$ cat config.mk
export PLATFORM = sky130hd
export DESIGN_NAME = vga_port_writer
export DESIGN_NICKNAME = d
export VERILOG_FILES = /design/src/rtl/vga_port_writer.sv
export SDC_FILE = /design/constraint.sdc
export NUM_CORES = 1
export LEC_CHECK = 0
export CAP_MARGIN = 30
export CORE_MARGIN = 4
export CORE_UTILIZATION = 50
export CTS_BUF_LIST = sky130_fd_sc_hd__clkbuf_4 sky130_fd_sc_hd__clkbuf_8
export CTS_CLUSTER_DIAMETER = 30
export CTS_CLUSTER_SIZE = 24
export DETAILED_ROUTE_END_ITERATION = 7
export PLACE_DENSITY = 0.82
export SLEW_MARGIN = 5
export SYNTH_ARGS = -nofsm -noshare
export SYNTH_HDL_FRONTEND = slang
export SYNTH_SLANG_ARGS = --single-unit
$ cat constraint.sdc
create_clock -name reloj_nexys -period 5.3 [get_ports reloj_nexys]
set_clock_uncertainty 0.05 [all_clocks]
set_input_delay 0.795 -clock reloj_nexys [delete_from_list [all_inputs] [get_ports reloj_nexys]]
set_output_delay 0.795 -clock reloj_nexys [all_outputs]
set_load 0.01 [all_outputs]
$ cat src/rtl/vga_port_writer.sv
// rtl/vga_port_writer.sv - framed port-write initiator for the VGA display register file
//
// Purpose:
//   On a frame request, snapshots the BCD date/time/timer values and status bits and
//   writes them to the display controller as one framed burst:
//     0x19 <- 0x00 (freeze), ports 0x04..0x18, ports 0x1a..0x1f, 0x19 <- HS_COMMIT.
//   A timer-end event produces a single 0x20 <- 0x01 write, appended to a running
//   frame or issued on its own when idle.
//
// Parameters:
//   STROBE_GAP  idle cycles between consecutive strobes (0..7, 0 = back-to-back)
//   HS_COMMIT   data written to port 0x19 to close a frame
//
// Ports:
//   reloj_nexys    in   system clock
//   reset_total    in   asynchronous active-high reset
//   start          in   frame request
//   fin_crono      in   timer-end pulse
//   agno,mes,dia   in   BCD date {tens,units}
//   hora,min,seg   in   BCD time
//   hc,mc,sc       in   BCD programmed timer
//   hr,mr,sr       in   BCD running timer
//   am_pm,formato  in   status bits
//   cursor         in   cursor position
//   prog           in   programming-target key code
//   write_strobe   out  1-cycle write qualifier
//   id_port        out  port address (held between strobes)
//   dato           out  write data (held between strobes)
//   busy           out  frame or flag write in progress
//   done           out  1-cycle pulse after the last strobe

module vga_port_writer #(
  parameter int         STROBE_GAP = 1,
  parameter logic [7:0] HS_COMMIT  = 8'hFF
) (
  input  logic       reloj_nexys,
  input  logic       reset_total,
  input  logic       start,
  input  logic       fin_crono,
  input  logic [7:0] agno,
  input  logic [7:0] mes,
  input  logic [7:0] dia,
  input  logic [7:0] hora,
  input  logic [7:0] min,
  input  logic [7:0] seg,
  input  logic [7:0] hc,
  input  logic [7:0] mc,
  input  logic [7:0] sc,
  input  logic [7:0] hr,
  input  logic [7:0] mr,
  input  logic [7:0] sr,
  input  logic       am_pm,
  input  logic       formato,
  input  logic [2:0] cursor,
  input  logic [7:0] prog,
  output logic       write_strobe,
  output logic [7:0] id_port,
  output logic [7:0] dato,
  output logic       busy,
  output logic       done
);

  typedef enum logic [2:0] {
    IDLE,
    WRITE,
    GAP,
    FLAG,
    DONE
  } state_t;

  localparam logic [4:0] LAST_IDX  = 5'd28;
  localparam logic [2:0] GAP_LOAD  = (STROBE_GAP > 0) ? 3'(STROBE_GAP - 1) : 3'd0;
  localparam logic [7:0] PORT_HS   = 8'h19;
  localparam logic [7:0] PORT_FLAG = 8'h20;
  localparam logic [7:0] FLAG_DATA = 8'h01;

  logic reset_interno;
  assign reset_interno = reset_total;

  state_t     state, nxt_state;
  logic [4:0] idx, nxt_idx;
  logic [2:0] gap_cnt, nxt_gap;
  logic       start_pend, nxt_start_pend;
  logic       flag_pend, nxt_flag_pend;
  logic       nxt_strobe, nxt_busy, nxt_done;
  logic [7:0] nxt_id, nxt_dato;
  logic       capture;

  // Snapshot of every input carried by a frame, taken at the capture edge so
  // later input changes never tear a frame.
  logic [7:0] snap_agno, snap_mes, snap_dia, snap_hora, snap_min, snap_seg;
  logic [7:0] snap_hc, snap_mc, snap_sc, snap_hr, snap_mr, snap_sr;
  logic       snap_am_pm, snap_formato;
  logic [2:0] snap_cursor;
  logic [7:0] snap_prog;

  // Table entry for the strobe that follows the current one.
  logic [4:0] tbl_idx;
  logic [7:0] tbl_port;
  logic [7:0] tbl_data;

  assign tbl_idx = idx + 5'd1;

  function automatic logic [7:0] port_of(input logic [4:0] i);
    logic [7:0] p;
    if (i == 5'd0 || i == LAST_IDX) begin
      p = PORT_HS;
    end else if (i <= 5'd21) begin
      p = {3'b000, i} + 8'd3;   // 0x04..0x18
    end else begin
      p = {3'b000, i} + 8'd4;   // skip 0x19: 0x1a..0x1f
    end
    return p;
  endfunction

  function automatic logic [7:0] hi_nib(input logic [7:0] v);
    return {4'h0, v[7:4]};
  endfunction

  function automatic logic [7:0] lo_nib(input logic [7:0] v);
    return {4'h0, v[3:0]};
  endfunction

  always_comb begin : table_lookup
    tbl_port = port_of(tbl_idx);
    tbl_data = 8'h00;
    case (tbl_port)
      8'h04: tbl_data = hi_nib(snap_agno);
      8'h05: tbl_data = lo_nib(snap_agno);
      8'h06: tbl_data = hi_nib(snap_mes);
      8'h07: tbl_data = lo_nib(snap_mes);
      8'h08: tbl_data = hi_nib(snap_dia);
      8'h09: tbl_data = lo_nib(snap_dia);
      8'h0a: tbl_data = hi_nib(snap_hora);
      8'h0b: tbl_data = lo_nib(snap_hora);
      8'h0c: tbl_data = hi_nib(snap_min);
      8'h0d: tbl_data = lo_nib(snap_min);
      8'h0e: tbl_data = hi_nib(snap_seg);
      8'h0f: tbl_data = lo_nib(snap_seg);
      8'h10: tbl_data = hi_nib(snap_hr);
      8'h11: tbl_data = lo_nib(snap_hr);
      8'h12: tbl_data = hi_nib(snap_mr);
      8'h13: tbl_data = lo_nib(snap_mr);
      8'h14: tbl_data = hi_nib(snap_sr);
      8'h15: tbl_data = lo_nib(snap_sr);
      8'h16: tbl_data = {3'b000, snap_am_pm, 3'b000, snap_formato};
      8'h17: tbl_data = {5'b00000, snap_cursor};
      8'h18: tbl_data = snap_prog;
      8'h1a: tbl_data = hi_nib(snap_hc);
      8'h1b: tbl_data = lo_nib(snap_hc);
      8'h1c: tbl_data = hi_nib(snap_mc);
      8'h1d: tbl_data = lo_nib(snap_mc);
      8'h1e: tbl_data = hi_nib(snap_sc);
      8'h1f: tbl_data = lo_nib(snap_sc);
      8'h19: tbl_data = (tbl_idx == LAST_IDX) ? HS_COMMIT : 8'h00;
      default: tbl_data = 8'h00;
    endcase
  end

  // Next-state and next-output logic. Outputs are registered, so every branch
  // describes what the pins show in the following cycle.
  always_comb begin : fsm_next
    nxt_state      = state;
    nxt_idx        = idx;
    nxt_gap        = gap_cnt;
    nxt_strobe     = 1'b0;
    nxt_id         = id_port;
    nxt_dato       = dato;
    nxt_busy       = busy;
    nxt_done       = 1'b0;
    nxt_start_pend = start_pend | start;
    nxt_flag_pend  = flag_pend | fin_crono;
    capture        = 1'b0;

    case (state)
      IDLE: begin
        if (start || start_pend) begin
          // Frame wins over a simultaneous flag; the flag stays pending and
          // is appended after the commit write.
          capture        = 1'b1;
          nxt_start_pend = 1'b0;
          nxt_state      = WRITE;
          nxt_idx        = 5'd0;
          nxt_strobe     = 1'b1;
          nxt_id         = PORT_HS;
          nxt_dato       = 8'h00;
          nxt_busy       = 1'b1;
        end else if (flag_pend || fin_crono) begin
          nxt_flag_pend = 1'b0;
          nxt_state     = FLAG;
          nxt_strobe    = 1'b1;
          nxt_id        = PORT_FLAG;
          nxt_dato      = FLAG_DATA;
          nxt_busy      = 1'b1;
        end
      end

      WRITE: begin
        if (idx == LAST_IDX) begin
          if (flag_pend || fin_crono) begin
            if (STROBE_GAP == 0) begin
              nxt_flag_pend = 1'b0;
              nxt_state     = FLAG;
              nxt_strobe    = 1'b1;
              nxt_id        = PORT_FLAG;
              nxt_dato      = FLAG_DATA;
            end else begin
              nxt_state = GAP;
              nxt_gap   = GAP_LOAD;
            end
          end else begin
            nxt_state = DONE;
            nxt_done  = 1'b1;
            nxt_busy  = 1'b0;
          end
        end else if (STROBE_GAP == 0) begin
          nxt_idx    = tbl_idx;
          nxt_strobe = 1'b1;
          nxt_id     = tbl_port;
          nxt_dato   = tbl_data;
        end else begin
          nxt_state = GAP;
          nxt_gap   = GAP_LOAD;
        end
      end

      GAP: begin
        if (gap_cnt == 3'd0) begin
          if (idx == LAST_IDX) begin
            // Only reached from the last frame strobe when a flag is pending.
            nxt_flag_pend = 1'b0;
            nxt_state     = FLAG;
            nxt_strobe    = 1'b1;
            nxt_id        = PORT_FLAG;
            nxt_dato      = FLAG_DATA;
          end else begin
            nxt_state  = WRITE;
            nxt_idx    = tbl_idx;
            nxt_strobe = 1'b1;
            nxt_id     = tbl_port;
            nxt_dato   = tbl_data;
          end
        end else begin
          nxt_gap = gap_cnt - 3'd1;
        end
      end

      FLAG: begin
        nxt_state = DONE;
        nxt_done  = 1'b1;
        nxt_busy  = 1'b0;
      end

      DONE: begin
        nxt_state = IDLE;
      end

      default: begin
        nxt_state = IDLE;
        nxt_busy  = 1'b0;
      end
    endcase
  end

  always_ff @(posedge reloj_nexys or posedge reset_interno) begin : fsm_reg
    if (reset_interno) begin
      state        <= IDLE;
      idx          <= 5'd0;
      gap_cnt      <= 3'd0;
      start_pend   <= 1'b0;
      flag_pend    <= 1'b0;
      write_strobe <= 1'b0;
      id_port      <= 8'h00;
      dato         <= 8'h00;
      busy         <= 1'b0;
      done         <= 1'b0;
    end else begin
      state        <= nxt_state;
      idx          <= nxt_idx;
      gap_cnt      <= nxt_gap;
      start_pend   <= nxt_start_pend;
      flag_pend    <= nxt_flag_pend;
      write_strobe <= nxt_strobe;
      id_port      <= nxt_id;
      dato         <= nxt_dato;
      busy         <= nxt_busy;
      done         <= nxt_done;
    end
  end

  always_ff @(posedge reloj_nexys or posedge reset_interno) begin : snapshot_reg
    if (reset_interno) begin
      snap_agno    <= 8'h00;
      snap_mes     <= 8'h00;
      snap_dia     <= 8'h00;
      snap_hora    <= 8'h00;
      snap_min     <= 8'h00;
      snap_seg     <= 8'h00;
      snap_hc      <= 8'h00;
      snap_mc      <= 8'h00;
      snap_sc      <= 8'h00;
      snap_hr      <= 8'h00;
      snap_mr      <= 8'h00;
      snap_sr      <= 8'h00;
      snap_am_pm   <= 1'b0;
      snap_formato <= 1'b0;
      snap_cursor  <= 3'd0;
      snap_prog    <= 8'h00;
    end else if (capture) begin
      snap_agno    <= agno;
      snap_mes     <= mes;
      snap_dia     <= dia;
      snap_hora    <= hora;
      snap_min     <= min;
      snap_seg     <= seg;
      snap_hc      <= hc;
      snap_mc      <= mc;
      snap_sc      <= sc;
      snap_hr      <= hr;
      snap_mr      <= mr;
      snap_sr      <= sr;
      snap_am_pm   <= am_pm;
      snap_formato <= formato;
      snap_cursor  <= cursor;
      snap_prog    <= prog;
    end
  end

endmodule
==> results by group <==
Run status
  • Outcome: finished, final reports clean

Clock network
  • Postcts setup bufs: 0
  • # hold bufs at CTS: 0
  • CTS tree: yes
  • Max clock buf depth: 2
  • Cts bufs inserted: 17
  • Clock Pin Slew Worst Setup and Hold Paths: 0.08 ns
  • H-tree depth: 4
  • CTS resizes: 0
  • Root Buffer: clkbuf_8
  • Clk_lat worst skew: 0.45 ns
  • Clk sinks: ~140

Floorplanning
  • Die Y: around 130 um
  • Initial Utilization: 0.5157
  • Die area: between 0.015 and 0.02 mm2
  • Ports: around 130
  • Site row count: 43
  • Die width: between 100 and 150 um
  • Core area: approximately 0.014 mm2

Synth
  • Top post-synthesis cells by count: nand2_1 (356), dfrtp_1 (139), nor2_1 (40), o21ai_0 (38), clkbuf_1 (36)
  • Async S/R FF share, synth: 1.000
  • #FFs+latches synth: 139
  • Top cells by area, synth: dfrtp_1 (48%), nand2_1 (18%), o21ai_0 (2.6%)
  • Cell variety after synth: between 60 and 70
  • Mean Syn Cell Area: 8.248 um2
  • Yosys warns: 0
  • Top-count cell post-synth: nand2_1
  • Top-area cell type share of the netlist area: 0.4803
  • Synth area leader: dfrtp_1
  • Mapped Cells: slightly below 900
  • Cell area after synthesis: ~0.0072 mm2
  • Post-synth EDFFs: 0
  • Main synth FF type: dfrtp_1
  • Seq/Total Area, Yosys: 0.4803

Critical path
  • Required @ worst endpoint: roughly 5.6 ns
  • R2r worst-path depth: 12
  • Crit path capture type: flip-flop
  • Worst-path maximum fanout: 16
  • Critical path arrival: approximately 4.4 ns
  • R2R Setup Slk: ~1.1 ns
  • Worst R2R End: dato[1]
  • CP Class: flip-flop to flip-flop
  • Startpoint class of the critical path: flip-flop
  • Worst R2R Start: idx[0]

Detailed routing
  • # DRC: 0
  • M1 WL: approximately 8900 um
  • Final wirelength: 21460 um
  • Iter 0 DRT Violations: around 760
  • Vias: ~6700
  • Met3 WL: 1715 um
  • Routed Antenna Nets: 0
  • Drt pass-1 iters: 5
  • WL/cell: roughly 18 um
  • Top Layer Used: met4
  • Vias per cell: about 5.7
  • Met2 routed WL: roughly 10000 um

Global routing
  • Largest net degree at the start of global routing: 81
  • Initial antenna violation count: 0
  • Grt total ovfl: 0
  • Vias in the first global route: 6581
  • First-pass GRT wire length: 34260 um
  • GRT Util Overall: 0.2665

Timing
  • Fin crit share: 0.7872
  • Min cycle time layout: ~4.2 ns
  • Hold violation total from the final report: 0
  • Fin Setup TNS: 0 ns
  • Final setup fails: 0
  • Slew headroom: 0.3462
  • RSZ-0062 raised after global routing: no
  • Fmax: between 200 and 250 MHz
  • Least-Margin Pin Slew: 0.9771 ns
  • Slew Limit Fails: 0

Final layout
  • Fillers: roughly 1200
  • Layout Cells excl Fill: between 1000 and 1500
  • P&R area growth vs syn: 25.54%
  • Final nets: roughly 1100
  • Area of the multi-input gates: between 0.003 and 0.004 mm2
  • N_diodes: 0
  • Share of cells above drive strength 1: 0.07393
  • Register Area: about 0.0035 mm2

Placement
  • Placed cells: about 1100
  • HPWL after DPL: about 16000 um
  • Port bufs: about 130
  • Routability cong.: about 1

Min path
  • Hold Path Class: flip-flop to flip-flop
  • Hold Crit Start: snap_sr[1]
  • Hold depth: 2
  • Worst Hold End: snap_sr[1]

Power
  • Worst IR Drop VDD: 0.0002959 V
  • Total chip power: 4.853 mW
  • Static Leak: roughly 4.2 nW
  • Power Density: approximately 530 mW/mm2

Flow run
  • Maxcap violations: 0
## worst max-delay path, cell delays in order, from the launching register on
cell,delay (ns)
dfrtp_1,0.57
buf_4,0.25
inv_1,0.09
ha_1,0.52
nor2b_1,0.12
o21ai_0,0.24
a31oi_1,0.15
o21ai_0,0.26
nand3b_1,0.57
a32oi_1,0.44
nand3_1,0.13
o31ai_1,0.47
a22oi_1,0.16
## logic make-up after synthesis
group,Yosys count,synth area share
AO/OA/AOI/OAI,171,0.1697
adder cells (fa/ha/maj),7,0.01209
flip-flops,139,0.4803
AND/OR/NAND/NOR,474,0.2719
buffers and inverters,74,0.04457
multiplexers,6,0.008984
XOR/XNOR,6,0.01192
other,1,0.0005178
## registers in the layout (all words and copies together) (netlist names), 3 cells and up
register,flops
snap_mr,8
snap_mes,8
snap_sc,8
snap_prog,8
id_port,6
snap_mc,8
gap_cnt,3
snap_seg,8
idx,5
snap_agno,8
dato,8
snap_dia,8
snap_min,8
snap_hr,8
snap_hora,8
snap_hc,8
snap_cursor,3
snap_sr,8
state,3
## power by group
part | internal [mW] | switching [mW] | total, mW
clock | 0.428 | 0.438 | 0.866
sequential | 1.55 | 0.358 | 1.91
combinational | 0.785 | 1.29 | 2.07
total | 2.77 | 2.08 | 4.85
## layer usage
metal,GRT usage,vias up
met1,0.3627,3123
met4,0.1105,0
met2,0.4186,307
li1,-,3211
met3,0.05396,57
met5,0,-
## placed cells by master (no fill, tap or decap), drive strengths merged, types with 5 or more instances in the layout
master	instances
a22o	10
nor2	40
a22oi	20
o31ai	7
clkinv	5
a21oi	19
nand3	21
a31oi	8
clkdlybuf4s50	129
a211oi	9
nor3	12
a221oi	8
inv	21
nand2	357
clkbuf	22
a32oi	9
buf	16
nand4	7
ha	7
and3	6
and2	6
o21ai	39
dfrtp	139
## worst max-delay path by stage
stage	start	endpoint	depth (start not counted)
after floorplan	reset_total	busy	1
after global placement	idx[0]	dato[1]	12
after detailed placement	idx[0]	dato[1]	12
after CTS	idx[0]	dato[1]	12
after global routing	idx[0]	dato[1]	12
final	idx[0]	dato[1]	12
## metrics by stage
step | util | instance area, um2 | worst slack [ns] | hold WS, ns
3_5_place_dp | 0.6170 | 8665 | 1.256 | 0.4109
2_1_floorplan | - | 7246 | 0.7305 | 0.3874
4_1_cts | 0.6455 | 9064 | 1.213 | 0.4305
6_report | 0.6474 | 9091 | 1.128 | 0.4309
5_1_grt | 0.6474 | 9091 | 0.7622 | 0.4512
3_3_place_gp | 0.6153 | 8640 | 1.367 | 0.4077
## layout make-up
cell class,instances,area share
timing repair buffer,145,0.1599
clock buffer,22,0.03193
sequential,139,0.3826
inverter,19,0.008120
tap,180,0.02477
clock inverter,10,0.01197
multi-input combinational,666,0.3807
Note: power is estimated with default switching activity, not from simulation.
